`config.mk`:
```
export PLATFORM = sky130hd
export DESIGN_NAME = ysyx_23060332_wbu
export DESIGN_NICKNAME = d
export VERILOG_FILES = /design/src/rtl/ysyx_23060332_wbu.sv
export SDC_FILE = /design/constraint.sdc
export NUM_CORES = 1
export LEC_CHECK = 0
export ABC_AREA = 1
export ABC_CLOCK_PERIOD_IN_PS = 1700
export CAP_MARGIN = 10
export CELL_PAD_IN_SITES_DETAIL_PLACEMENT = 0
export CELL_PAD_IN_SITES_GLOBAL_PLACEMENT = 1
export CORE_UTILIZATION = 30
export CTS_CLUSTER_SIZE = 30
export DETAILED_ROUTE_END_ITERATION = 12
export PLACE_DENSITY_LB_ADDON = 0.25
export SYNTH_ARGS = -nofsm -noshare
export SYNTH_HDL_FRONTEND = slang
export SYNTH_SLANG_ARGS = --single-unit
```
`constraint.sdc`:
```
create_clock -name clk -period 1.7 [get_ports clk]
set_input_delay 0.17 -clock clk [delete_from_list [all_inputs] [get_ports clk]]
set_output_delay 0.17 -clock clk [all_outputs]
set_load 0.03 [all_outputs]
```
`src/rtl/ysyx_23060332_wbu.sv`:
```
// Write-back unit: arbitrates EXU/LSU results, formats loads, drives one registered
// regfile write per cycle, tracks a busy scoreboard and instret. Optional: YSYX_23060332_WBU_BYPASS_EN.
module ysyx_23060332_wbu #(
    parameter int unsigned XLEN  = 32,
    parameter int unsigned CNT_W = 64
) (
    input  logic             clk,
    input  logic             rst_n,
    input  logic             alu_valid,
    output logic             alu_ready,
    input  logic [4:0]       alu_rd,
    input  logic             alu_wen,
    input  logic [XLEN-1:0]  alu_data,
    input  logic             lsu_valid,
    output logic             lsu_ready,
    input  logic [4:0]       lsu_rd,
    input  logic [2:0]       lsu_funct3,
    input  logic [1:0]       lsu_addr_lo,
    input  logic [XLEN-1:0]  lsu_rdata,
    input  logic             iss_valid,
    input  logic [4:0]       iss_rd,
    output logic [31:0]      busy_vec,
    output logic [4:0]       waddr,
    output logic [XLEN-1:0]  wdata,
    output logic             reg_wen,
    output logic             ld_err,
`ifdef YSYX_23060332_WBU_BYPASS_EN
    output logic             fwd_valid,
    output logic [4:0]       fwd_addr,
    output logic [XLEN-1:0]  fwd_data,
`endif
    output logic [CNT_W-1:0] instret
);

    logic [4:0]       waddr_q, waddr_d;
    logic [XLEN-1:0]  wdata_q, wdata_d;
    logic             reg_wen_q, reg_wen_d;
    logic             ld_err_q, ld_err_d;
    logic [31:0]      busy_q, busy_d;
    logic [CNT_W-1:0] instret_q, instret_d;

    logic             hs_lsu, hs_alu, hs;
    logic [4:0]       win_rd;
    logic             win_wen;
    logic [XLEN-1:0]  win_data;
    logic             win_err;
    logic             do_write;
    logic [XLEN-1:0]  ld_val;
    logic             ld_bad;
    logic [7:0]       b8;
    logic [15:0]      h16;
    logic [31:0]      set_mask, clr_mask;

    assign lsu_ready = 1'b1;
    assign alu_ready = !lsu_valid;
    assign hs_lsu    = lsu_valid;
    assign hs_alu    = alu_valid && !lsu_valid;
    assign hs        = hs_lsu || hs_alu;

    // Load formatting on the aligned word
    always_comb begin
        b8     = lsu_rdata[{lsu_addr_lo, 3'b000} +: 8];
        h16    = lsu_addr_lo[1] ? lsu_rdata[31:16] : lsu_rdata[15:0];
        ld_val = '0;
        ld_bad = 1'b0;
        case (lsu_funct3)
            3'b000:  ld_val = XLEN'($signed(b8));
            3'b100:  ld_val = XLEN'(b8);
            3'b001:  if (lsu_addr_lo[0]) ld_bad = 1'b1; else ld_val = XLEN'($signed(h16));
            3'b101:  if (lsu_addr_lo[0]) ld_bad = 1'b1; else ld_val = XLEN'(h16);
            3'b010:  if (lsu_addr_lo != 2'b00) ld_bad = 1'b1; else ld_val = XLEN'($signed(lsu_rdata[31:0]));
            default: ld_bad = 1'b1;
        endcase
    end

    always_comb begin
        win_rd   = hs_lsu ? lsu_rd : alu_rd;
        win_wen  = hs_lsu ? 1'b1 : alu_wen;
        win_err  = hs_lsu && ld_bad;
        win_data = hs_lsu ? (ld_bad ? '0 : ld_val) : alu_data;
        do_write = hs && win_wen && (win_rd != 5'd0) && !win_err;
    end

    always_comb begin
        reg_wen_d = do_write;
        ld_err_d  = win_err;
        waddr_d   = hs ? win_rd : waddr_q;
        wdata_d   = hs ? win_data : wdata_q;
        instret_d = instret_q + CNT_W'(hs);

        set_mask = '0;
        clr_mask = '0;
        if (hs && win_wen && (win_rd != 5'd0)) clr_mask[win_rd] = 1'b1;
        if (iss_valid && (iss_rd != 5'd0))     set_mask[iss_rd] = 1'b1;
        // clear first so a same-cycle reissue keeps the register busy
        busy_d    = (busy_q & ~clr_mask) | set_mask;
        busy_d[0] = 1'b0;
    end

    always_ff @(posedge clk or negedge rst_n) begin
        if (!rst_n) begin
            waddr_q   <= '0;
            wdata_q   <= '0;
            reg_wen_q <= 1'b0;
            ld_err_q  <= 1'b0;
            busy_q    <= '0;
            instret_q <= '0;
        end else begin
            waddr_q   <= waddr_d;
            wdata_q   <= wdata_d;
            reg_wen_q <= reg_wen_d;
            ld_err_q  <= ld_err_d;
            busy_q    <= busy_d;
            instret_q <= instret_d;
        end
    end

    assign waddr   = waddr_q;
    assign wdata   = wdata_q;
    assign reg_wen = reg_wen_q;
    assign ld_err  = ld_err_q;
    assign instret = instret_q;

`ifdef YSYX_23060332_WBU_BYPASS_EN
    assign fwd_valid = do_write;
    assign fwd_addr  = win_rd;
    assign fwd_data  = win_data;
    // the forwarded register is already resolvable by the IDU this cycle
    assign busy_vec  = busy_q & ~(do_write ? (32'd1 << win_rd) : 32'd0);
`else
    assign busy_vec  = busy_q;
`endif

endmodule

```
Word level (Yosys, flattened, before mapping)
Cells that the tools add are included.
{"block": "totals", "out_inout_bits": 137, "register_bits": 134, "inputBits": 90, "word_cells": 54}
{"block": "op_classes", "add_sub_neg": 1, "muxes": 18, "n_reduce_logical": 17, "n_eq_ne": 4, "bitwise_logic": 3, "n_shift": 1, "order_cmp": 4}
{"cell": "32-bit two-way mux", "n": 6}
{"cell": "32-bit case mux with 5 select lines", "n": 1}
{"cell": "64-bit by 1-bit adder with 64-bit output", "n": 1}
{"cell": "32-bit AND", "n": 1}
{"cell": "16-bit two-way mux", "n": 2}
{"cell": "32-bit inverter", "n": 1}
{"cell": "32-bit OR", "n": 1}
{"cell": "32-bit by 6-bit variable part select with 8-bit output", "n": 1}
{"cell": "5-bit by 6-bit less-than comparator with 1-bit output (second input constant)", "n": 2}
{"cell": "1-bit demux with 5-bit select", "n": 2}
{"cell": "5-bit by 1-bit greater-or-equal comparator with 1-bit output (second input constant)", "n": 2}
{"cell": "5-bit nonzero test", "n": 2}
{"cell": "1-bit logical AND", "n": 8}
{"cell": "3-bit == test (second input constant)", "n": 2}
{"cell": "1-bit two-way mux", "n": 5}
{"cell": "5-bit two-way mux", "n": 1}
{"cell": "2-bit OR reduction", "n": 2}
{"cell": "3-bit by 1-bit == test with 1-bit output (second input constant)", "n": 1}
{"cell": "3-bit by 2-bit == test with 1-bit output (second input constant)", "n": 1}
{"cell": "3-bit logical NOT", "n": 1}
{"cell": "1-bit case mux with 3 select lines", "n": 1}
{"cell": "1-bit logical NOT", "n": 2}
{"cell": "2-bit nonzero test", "n": 1}
{"cell": "1-bit logical OR", "n": 1}

Logic depth before layout (Yosys ltp)
{"block": "logic_depth", "word_depth": 9, "mapped_depth": 14, "mapped_depth_nobuf": 12}

Worst setup path after synthesis
Ideal clock, no wire load.
{"block": "synth_timing", "path_kind": "input to register", "startpoint": "input lsu_valid", "endpoint": "register instret_q[62] (netlist: instret[62])", "t_required_ps": 1577, "stages": 13, "n_path_buf": 2, "setup_ps": 123, "slack_ps": -462, "t_arrival_ps": 2039, "path_cell_list": "buf_4 inv_4 nand2_4 clkbuf_1 ha_1 ha_1 nand3_2 nor2_4 inv_2 nor2_4 nand2_1 o21ai_0 nand2_1"}
{"block": "synth_between", "elab_chain_cells": 4}
{"item": "from (decl)", "line_no": "14", "text": "input logic lsu_valid,"}
{"item": "1-bit logical NOT", "line_no": "57", "text": "assign hs_alu = alu_valid && !lsu_valid;"}
{"item": "1-bit logical AND", "line_no": "57"}
{"item": "1-bit logical OR *", "line_no": "58", "text": "assign hs = hs_lsu || hs_alu;"}
{"item": "64-bit by 1-bit adder with 64-bit output *", "line_no": "89", "text": "instret_d = instret_q + CNT_W'(hs);"}
{"item": "via instret_d[62]", "line_no": "40", "text": "logic [CNT_W-1:0] instret_q, instret_d;"}
{"item": "to (signal assigned)", "line_no": "114", "text": "instret_q <= instret_d;"}
{"item": "to (decl)", "line_no": "40"}
The timed path passes the listed nets; every way through them passes the cells marked *.
A chain may end at the register's enable or synchronous reset.

Worst setup path in the final report
{"block": "layout_timing", "startpoint": "register busy_q[13] (netlist: busy_vec[13])", "endpoint": "output busy_vec[13]"}
{"item": "from (decl)", "line_no": "39", "text": "logic [31:0] busy_q, busy_d;"}
{"item": "from (signal assigned)", "line_no": "113", "text": "busy_q <= busy_d;"}
{"item": "to (decl)", "line_no": "22", "text": "output logic [31:0] busy_vec,"}
No word-level cell between the ends.

==> out/metrics.csv <==
stage;metric;value;unit
outcome;status;finished clean;
clock_tree;cts_buffer_depth;2;
sta;finalCritPeriodShare;98.9;%
power;p_total;10.7;mW
floorplan;ios;227;
layout;nets;1449;
floorplan;core;0.0245;sq mm
synthesis;synthTopCellsByCount;nand2_1 (295), nor2_1 (181), dfrtp_1 (134);
routing;wl;28500;microns
power;p_per_area;925;mW/mm^2
clock_tree;cts_root_buffer;clkbuf_16;
routing;wl_met2;13400;microns
synthesis;syn_inst;1035;
power;p_comb_share;27.7;%
synthesis;synth_area_leaders;dfrtp_1 (44%), nand2_1 (15%), nor2_1 (9.0%);
layout;fin_area;0.0116;sq mm
clock_tree;clkLatencyLatePin;430;ps
routing;wl_per_cell;16.8;microns
sta;final.min_clock_period;1680;ps
power;vdd_drop_max;677;uV
flow_run;maxCapViolCount;0;
clock_tree;cts_tree;yes;
place;place_congestion;0.888;
power;intPower;7.05;mW
layout;diodes;0;
routing;firstDrtPassIters;5;
routing;highest_layer;met5;
floorplan;die_h;161;microns
sta;worst_slew_pin_slew;514;ps
clock_tree;clk_pin_slew;70;ps
power;clockPowerShare;35.9;%
sta;report.final.slew_viol_count;0;
setup_path;slowest_stage;clkdlybuf4s50_1;
clock_tree;cts_buffers;17;
synthesis;yosys.area.top_type;dfrtp_1;
layout;drive_gt1_share;14.5;%
setup_path;end_kind;output pin;
layout;finish.utilization;47.3;%
place;io_buffers;224;
place;pre_cts_ws;-378;ps
synthesis;yosysWarnings;0;
synthesis;synth-seq-cells;134;
setup_path;worst-path-buf-inv;1;
floorplan;start_util;30.9;%
power;power_frac_seq;36.4;%
place;dp_hpwl;22600;microns
layout;area_growth;53.2;%
floorplan;dieWidth;161;microns
sta;post-route-worst-setup-slack;18.3;ps
power;leakagePower;5.46;nW
synthesis;ys_seq_area_share;44.4;%
floorplan;num_rows;57;
synthesis;synth.top_cell.area_share;44.4;%
setup_path;critical_path_class;flip-flop to output pin;
sta;skew;10.0;ps
power;switchingPower;3.65;mW
worst_hold_path;hold_class;input port to asynchronous set/reset pin;
clock_tree;htreeDepth;4;
sta;setup_viol;0;
setup_path;crit_required;1530;ps
routing;drt_iter0_markers;444;
setup_path;critPathTopFamily;buffers and inverters;
setup_path;crit_arrival;1510;ps
synthesis;syn-num-nets;1127;
global_route;first_global_vias;8263;
sta;fmax;595;MHz
setup_path;cpPeakStageDelay;700;ps
synthesis;syn-cell-area;0.00755;sq mm
setup_path;start_kind;flip-flop;
sta;hold_viol;0;
power;swShare;34.1;%
sta;maxSlewHeadroom;65.7;%
routing;vias;8085;
global_route;grt_pass1_wl;44800;microns
routing;drc;0;
routing;dr_wl_met3;1870;microns
clock_tree;clock_sinks;134;
global_route;grt_start_max_net_pins;49;
place;place_area;0.0109;sq mm
setup_path;startpoint;busy_vec[13];
floorplan;die-area;0.0258;sq mm
setup_path;crit_path_cell_trace;clkdlybuf4s50_1;
synthesis;synth.most_common_cell;nand2_1;
synthesis;synth-async-reset-ratio;100;%
sta;totalNegativeSetupSlack;0;ps
routing;avgViaCountPerCell;4.77;
routing;m1WireLength;12400;microns
setup_path;path_max_fanout;2;
synthesis;synth_edf_count;0;
routing;ant_nets;0;
synthesis;ys.flop_type;dfrtp_1;
setup_path;r2r_start;instret[23];
global_route;grt_overflow_total;0;
synthesis;syn_avg_cell_area;7.29;sq um
synthesis;synth.distinct_cells;33;
sta;rsz0062_at_grt;false;
global_route;antenna_found_initial;1;
global_route;grt_util_all_layers;22.7;%
==> path summary, 6_finish.rpt <==
path,depth (start not counted),endpoint,slack (ps)
max,1,busy_vec[13],20
min,2,instret[5],250
max reg2reg,7,instret[33],100
min reg2reg,2,waddr[2],480
max in group asynchronous,3,busy_vec[22],800
min in group clk,3,wdata[25],370
==> flip-flops by register name, summed over array words and instances (netlist names) <==
signal and flops:
busy_vec 31, instret 64, ld_err 1, reg_wen 1
waddr 5, wdata 32
==> cell type report <==
type                            instances  area [sq um]
Fill cell                            2482         12900
Multi-Input combinational cell        812          3900
Sequential cell                       134          3370
Timing Repair Buffer                  330          3050
Clock buffer                           18           439
Tap cell                              324           405
Inverter                               62           235
Clock inverter                         14           166
==> logic make-up after synthesis <==
logic type,share of synthesized area [%]
buffers and inverters,4.87
flip-flops,44.4
other,0.0995
XOR/XNOR,5.45
AO/OA/AOI/OAI,11.0
adder cells (fa/ha/maj),0.332
AND/OR/NAND/NOR,33.8
==> what timing repair did <==
item,CTS,global route
resized for setup,65,37
hold buffers,1,0
buffers inserted,0,2
hold endpoints to repair,43,0
setup endpoints to repair,65,33
pin swaps,0,0
==> through the flow <==
step | instances | hold slack (ps)
6_report | 1694 | 249
5_1_grt | 1694 | 279
4_1_cts | 1692 | 269
3_5_place_dp | 1659 | 161
3_3_place_gp | 1659 | 157
2_1_floorplan | 1035 | -126
==> cell usage in the layout, fill, tap and decap left out, drive strengths merged, types with 55 or more instances in the layout <==
master         count
a21oi             55
buf              107
clkdlybuf4s50    141
dfrtp            134
dlygate4sd2       65
inv               67
nand2            302
nand3             59
nor2             193
o21ai            109
==> power by group through the flow <==
stage | combinational (mW) | clock [mW] | sequential [mW]
6_report | 2.96 | 3.84 | 3.89
4_1_cts | 2.97 | 3.90 | 3.90
5_1_grt | 3.17 | 4.05 | 3.93
2_1_floorplan | 0.727 | 0 | 4.63
3_3_place_gp | 2.99 | 0 | 3.95
3_5_place_dp | 3.02 | 0 | 3.94
==> worst register-to-register path, cell delays in order, from the launching register on <==
cell and delay (ps):
dfrtp_1 480, nand2_1 130, nor2_1 150, nand2_1 100
nor2_1 260, buf_4 160, nand3_1 80, xnor2_1 130
==> layer usage <==
metal	GRT usage, %	up-vias
met2	37.7	278
li1	-	3992
met4	8.10	2
met1	28.6	3766
met3	5.63	47
met5	0	-
Note: power is estimated with default switching activity, not from simulation.
